<file path="src/rtl/sum_window_acc_if.sv">
// Handshake bundle between the pairwise-sum stage, the window accumulator
// and the downstream consumer of window results.
interface sum_window_acc_if #(
    parameter int w  = 4,
    parameter int cw = 4
);
    logic [w:0]    s;
    logic          s_valid;
    logic          out_ready;
    logic [w+cw:0] total;
    logic [w:0]    max_s;
    logic [w:0]    min_s;
    logic          out_valid;
    logic          busy;
    logic          lost;

    // Upstream source / downstream consumer side
    modport master (
        output s, s_valid, out_ready,
        input  total, max_s, min_s, out_valid, busy, lost
    );

    // Accumulator side
    modport slave (
        input  s, s_valid, out_ready,
        output total, max_s, min_s, out_valid, busy, lost
    );
endinterface

</file>
<file path="src/rtl/sum_window_acc.sv">
// Window accumulator: folds n consecutive valid sums into total/max/min,
// holds the result behind a valid/ready handshake and flags dropped samples.
module sum_window_acc #(
    parameter int w  = 4,
    parameter int n  = 4,
    parameter int cw = 4
) (
    input logic             clk,
    input logic             rst_b,
    sum_window_acc_if.slave bus
);
    localparam int TW = w + 1 + cw;
    localparam logic [cw-1:0] LAST = cw'(n - 1);

    typedef enum logic [1:0] {IDLE, ACC, HOLD} state_t;

    state_t          state;
    logic [cw-1:0]   cnt;
    logic [TW-1:0]   acc;
    logic [w:0]      run_max;
    logic [w:0]      run_min;
    logic [TW-1:0]   total_q;
    logic [w:0]      max_q;
    logic [w:0]      min_q;
    logic            out_valid_q;
    logic            busy_q;
    logic            lost_q;

    logic [TW-1:0]   s_ext;
    logic [TW-1:0]   sum_next;
    logic [w:0]      max_next;
    logic [w:0]      min_next;

    // Running values including the current sample (unsigned compare, full-width add)
    always_comb begin
        s_ext    = TW'(bus.s);
        sum_next = acc + s_ext;
        max_next = (bus.s > run_max) ? bus.s : run_max;
        min_next = (bus.s < run_min) ? bus.s : run_min;
    end

    // Window sequencing, result hold and back-pressure with registered outputs
    always_ff @(posedge clk or posedge rst_b) begin
        if (rst_b) begin
            state       <= IDLE;
            cnt         <= '0;
            acc         <= '0;
            run_max     <= '0;
            run_min     <= '0;
            total_q     <= '0;
            max_q       <= '0;
            min_q       <= '0;
            out_valid_q <= 1'b0;
            busy_q      <= 1'b0;
            lost_q      <= 1'b0;
        end else begin
            case (state)
                ACC: begin
                    if (bus.s_valid) begin
                        acc     <= sum_next;
                        run_max <= max_next;
                        run_min <= min_next;
                        if (cnt == LAST) begin
                            cnt         <= '0;
                            total_q     <= sum_next;
                            max_q       <= max_next;
                            min_q       <= min_next;
                            out_valid_q <= 1'b1;
                            state       <= HOLD;
                        end else begin
                            cnt <= cnt + cw'(1);
                        end
                    end
                end
                default: begin
                    // IDLE and HOLD-with-acceptance share the window-start path,
                    // so a sample arriving on the accepting edge is not lost.
                    if (state == HOLD && !bus.out_ready) begin
                        if (bus.s_valid) begin
                            lost_q <= 1'b1;
                        end
                    end else if (bus.s_valid) begin
                        acc     <= s_ext;
                        run_max <= bus.s;
                        run_min <= bus.s;
                        busy_q  <= 1'b1;
                        if (n == 1) begin
                            cnt         <= '0;
                            total_q     <= s_ext;
                            max_q       <= bus.s;
                            min_q       <= bus.s;
                            out_valid_q <= 1'b1;
                            state       <= HOLD;
                        end else begin
                            cnt         <= cw'(1);
                            out_valid_q <= 1'b0;
                            state       <= ACC;
                        end
                    end else if (state == HOLD) begin
                        out_valid_q <= 1'b0;
                        busy_q      <= 1'b0;
                        state       <= IDLE;
                    end
                end
            endcase
        end
    end

    assign bus.total     = total_q;
    assign bus.max_s     = max_q;
    assign bus.min_s     = min_q;
    assign bus.out_valid = out_valid_q;
    assign bus.busy      = busy_q;
    assign bus.lost      = lost_q;
endmodule

</file>
<file path="src/flat_wrapper.sv">
// flat-port wrapper written by rule: the top's interface ports become plain ports
module sum_window_acc_flat 
#(
    parameter int w  = 4,
    parameter int n  = 4,
    parameter int cw = 4
)
  (clk, rst_b, bus_s, bus_s_valid, bus_out_ready, bus_total, bus_max_s, bus_min_s, bus_out_valid, bus_busy, bus_lost);
  sum_window_acc_if #(.w(w), .cw(cw)) bus_i ();
  input logic clk;
  input logic rst_b;
  input wire logic [$bits(bus_i.s)-1:0] bus_s;
  input wire logic [$bits(bus_i.s_valid)-1:0] bus_s_valid;
  input wire logic [$bits(bus_i.out_ready)-1:0] bus_out_ready;
  output wire logic [$bits(bus_i.total)-1:0] bus_total;
  output wire logic [$bits(bus_i.max_s)-1:0] bus_max_s;
  output wire logic [$bits(bus_i.min_s)-1:0] bus_min_s;
  output wire logic [$bits(bus_i.out_valid)-1:0] bus_out_valid;
  output wire logic [$bits(bus_i.busy)-1:0] bus_busy;
  output wire logic [$bits(bus_i.lost)-1:0] bus_lost;
  assign bus_i.s = bus_s;
  assign bus_i.s_valid = bus_s_valid;
  assign bus_i.out_ready = bus_out_ready;
  assign bus_total = bus_i.total;
  assign bus_max_s = bus_i.max_s;
  assign bus_min_s = bus_i.min_s;
  assign bus_out_valid = bus_i.out_valid;
  assign bus_busy = bus_i.busy;
  assign bus_lost = bus_i.lost;
  sum_window_acc #(.w(w), .n(n), .cw(cw)) u_core (.clk(clk), .rst_b(rst_b), .bus(bus_i));
endmodule
</file>
<file path="config.mk">
export PLATFORM = sky130hd
export DESIGN_NAME = sum_window_acc_flat
export DESIGN_NICKNAME = d
export VERILOG_FILES = /design/src/rtl/sum_window_acc_if.sv /design/src/rtl/sum_window_acc.sv /design/src/flat_wrapper.sv
export SDC_FILE = /design/constraint.sdc
export NUM_CORES = 1
export LEC_CHECK = 0
export BUFFER_PORTS_ARGS = -buffer_cell sky130_fd_sc_hd__buf_2
export CAP_MARGIN = 20
export CORE_MARGIN = 3
export CORE_UTILIZATION = 52
export CTS_CLUSTER_DIAMETER = 100
export CTS_CLUSTER_SIZE = 40
export DETAILED_ROUTE_END_ITERATION = 6
export GPL_TIMING_DRIVEN = 0
export PLACE_DENSITY = 0.78
export SLEW_MARGIN = 40
export SYNTH_ARGS = -nofsm -noshare
export SYNTH_HDL_FRONTEND = slang
export SYNTH_SLANG_ARGS = --single-unit
</file>
<file path="constraint.sdc">
create_clock -name clk -period 1.8 [get_ports clk]
set_input_delay 0.09 -clock clk [delete_from_list [all_inputs] [get_ports clk]]
set_output_delay 0.09 -clock clk [all_outputs]
set_load 0.1 [all_outputs]
</file>
==> results.py <==
metrics = {
    "setup_path": {
        "cp.arrival_ns": 2.22,
        "worstSetupPathType": "reg2reg",
        "reg2reg_slack_ns": -0.19,
        "cp_slowest_cell": "dfrtp_1",
        "r2r-start": "u_core.acc[0]",
        "start_kind": "flip-flop",
        "crit_fanout": 3,
        "worst_setup_path_end_kind": "flip-flop",
        "worstReg2RegEnd": "u_core.acc[8]",
        "path_cells": "ha_2, inv_2, fa_2, nor2b_2, o31a_1, o2111ai_2, or3_1, o21ai_1",
        "crit_path_max_incr_delay_ns": 0.39,
        "required_ns": 2.03,
        "r2r.worst_path.cells": 8,
    },
    "sta": {
        "fin_skew_ns": 0.004635,
        "fmax_mhz": 502.2,
        "max_slew.worst_pin.slew_ns": 0.5174,
        "drv_slew": 0,
        "slew_headroom": 0.6544,
        "finalSetupViolCount": 14,
        "period_needed_ns": 1.991,
        "fin_crit_sh": 1.106,
        "hold_viol": 0,
        "worst_slack_ns": -0.1912,
        "rsz0062_at_grt": "yes",
    },
    "clock_tree": {
        "cts.clk_slew.worst_paths_ns": 0.08,
        "insertion_delay_ns": 0.30,
        "cts_sinks": 46,
        "cts_tree": "done",
        "ctsHtreeMaxLevel": 2,
        "root_buffer": "clkbuf_8",
        "cts_buffer_depth": 2,
        "cts_made_buffers": 5,
    },
    "grt": {
        "grt_first_pass_wirelength_mm": 10.03,
        "overflow": 0,
        "grt_max_degree": 30,
        "grt_antenna_before_repair": 0,
        "grt_pass1_vias": 2062,
        "grt.total_usage": 0.2145,
    },
    "placement": {
        "post-place-cells": 355,
        "io_buffers": 30,
        "place_ws_ns": -0.2998,
        "hpwl_mm": 4.087,
        "place_area_um2": 2885,
        "gp_congestion": 0.8096,
    },
    "worst_hold_path": {
        "min-delay-start": "bus_s_valid",
        "hp-class": "in2reg",
        "hold_path_end": "u_core.bus.lost",
        "hold_depth": 2,
    },
    "floorplanning": {
        "fp.dieH_um": 76.85,
        "core_um2": 4786,
        "die_w_um": 76.85,
        "dieArea_um2": 5905,
        "start_util": 0.5454,
        "rows": 25,
        "ios": 31,
    },
    "yosys": {
        "synth_area_um2": 2610,
        "ys_seq_area_frac": 0.4410,
        "synth_edf_count": 0,
        "synth_top_flop_cell": "dfrtp_1",
        "yosys_warnings": 0,
        "synth_nets": 282,
        "synthTopCellsByArea": "dfrtp_1 (44%), ha_1 (7.2%), o21ai_0 (5.6%)",
        "synth_most_common_cell": "dfrtp_1",
        "yosysTopAreaCell": "dfrtp_1",
        "ys_async_sr_fraction": 1.000,
        "netlist.area_leader.share": 0.4410,
        "syn_inst": 257,
        "ys_ff_latch": 46,
        "avgSynthCellArea_um2": 10.16,
        "synth_cell_types": 49,
        "netlist_top_cells_count": "dfrtp_1 (46), nand2_1 (29), o21ai_0 (29)",
    },
    "layout": {
        "antennaDiodeCount": 0,
        "drive_gt1_frac": 0.3470,
        "num-fill-cells": 365,
        "area_delta_synth_final_pct": 25.41,
        "stdcell_area_um2": 3273,
        "instances_no_fill": 384,
        "nets": 342,
    },
    "routing": {
        "drtPass1Iterations": 4,
        "drt_wl_total_mm": 6.266,
        "ant_nets": 0,
        "viasPerCell": 5.594,
        "drtIter0Drc": 102,
        "drc": 0,
        "drt-wirelength-per-cell_um": 16.32,
        "vias": 2148,
    },
    "status": {
        "status": "finished with violations",
        "violations": "negative setup slack",
    },
    "job": {
        "cap_viol_max_count": 0,
    },
}
registers in the layout, summed over array words and instances (netlist names):
signal / cells
u_core.bus.out_valid: 1
u_core.bus.lost: 1
u_core.state: 1
u_core.bus.busy: 1
u_core.cnt: 4
u_core.acc: 9
u_core.run_min: 5
u_core.bus.max_s: 5
u_core.run_max: 5
u_core.bus.min_s: 5
u_core.bus.total: 9
layer usage:
metal	global-route usage	part of all wire	up-vias
met5	0	0	-
met4	0.06884	0.012	0
met3	0.04460	0.035	8
met2	0.3589	0.52	44
met1	0.2779	0.43	1053
li1	-	-	1043
final cells by class:
cell class	instances	area, um^2	share of cell area
Inverter	19	77.57	0.02370
Timing Repair Buffer	55	364.1	0.1112
Multi-Input combinational cell	182	1471	0.4495
Tap cell	67	83.83	0.02561
Buffer	8	47.55	0.01453
Sequential cell	46	1152	0.3521
Clock buffer	7	76.32	0.02332
timing repair:
action	in CTS	in global routing
pin swaps	8	10
setup buffers	9	14
hold endpoints to repair	46	0
cloned	0	0
gates resized for setup	12	35
setup endpoints to repair	25	30
hold buffers	1	0
through the flow:
step | utilization | TNS, ns | hold WS (ns)
after floorplan | - | -0.5024 | 0.2069
after global placement | 0.5982 | -2.232 | 0.4007
after detailed placement | 0.6029 | -2.956 | 0.04197
after CTS | 0.6410 | -0.2606 | 0.09688
after global routing | 0.6839 | -2.231 | 0.1158
final | 0.6839 | -0.9324 | 0.09804
cells by family after synthesis:
logic type / count (synthesis) / synth area share
buffers and inverters: 29 / 0.04650
multiplexers: 20 / 0.08629
adder cells (fa/ha/maj): 16 / 0.07958
AO/OA/AOI/OAI: 80 / 0.2162
flip-flops: 46 / 0.4410
AND/OR/NAND/NOR: 61 / 0.1136
XOR/XNOR: 5 / 0.01678
worst max-delay path, delay by kind of cell (launching register included):
family,cells,cell delay [ns]
buf+inv,1,0.04
flops,1,0.39
fa+ha+maj,2,0.57
simple gates,2,0.49
compound gates,3,0.43
cell usage in the layout, fill, tap and decap left out, drive strengths merged, types with 2 or more instances in the layout:
cell and n:
inv 18, mux2 8, nor3 4, dfrtp 46, nor3b 2, or3 3
nand2b 3, ha 15, a21oi 11, o21ai 33, nor2b 3, nand2 30
a41oi 3, nor2 10, a31oi 3, clkbuf 12, mux2i 12, nand3 2
o21ba 2, a21o 4, a211oi 7, o21a 5, o211a 2, o2111ai 3
xor2 4, nand4 2, buf 57
worst max path at each step:
stage	from	end	slack [ns]	depth (start not counted)
2_1_floorplan	u_core.run_max[2]	u_core.run_max[0]	-0.11	7
3_3_place_gp	u_core.run_max[3]	u_core.run_max[2]	-0.25	7
3_5_place_dp	u_core.run_max[3]	u_core.run_max[4]	-0.30	7
4_1_cts	u_core.acc[0]	u_core.acc[8]	-0.09	8
5_1_grt	u_core.acc[0]	u_core.acc[8]	-0.26	8
6_report	u_core.acc[0]	u_core.acc[8]	-0.19	8
Power is not shown: default switching activity piles up to over one toggle a cycle in this logic, so the estimate is an artifact.
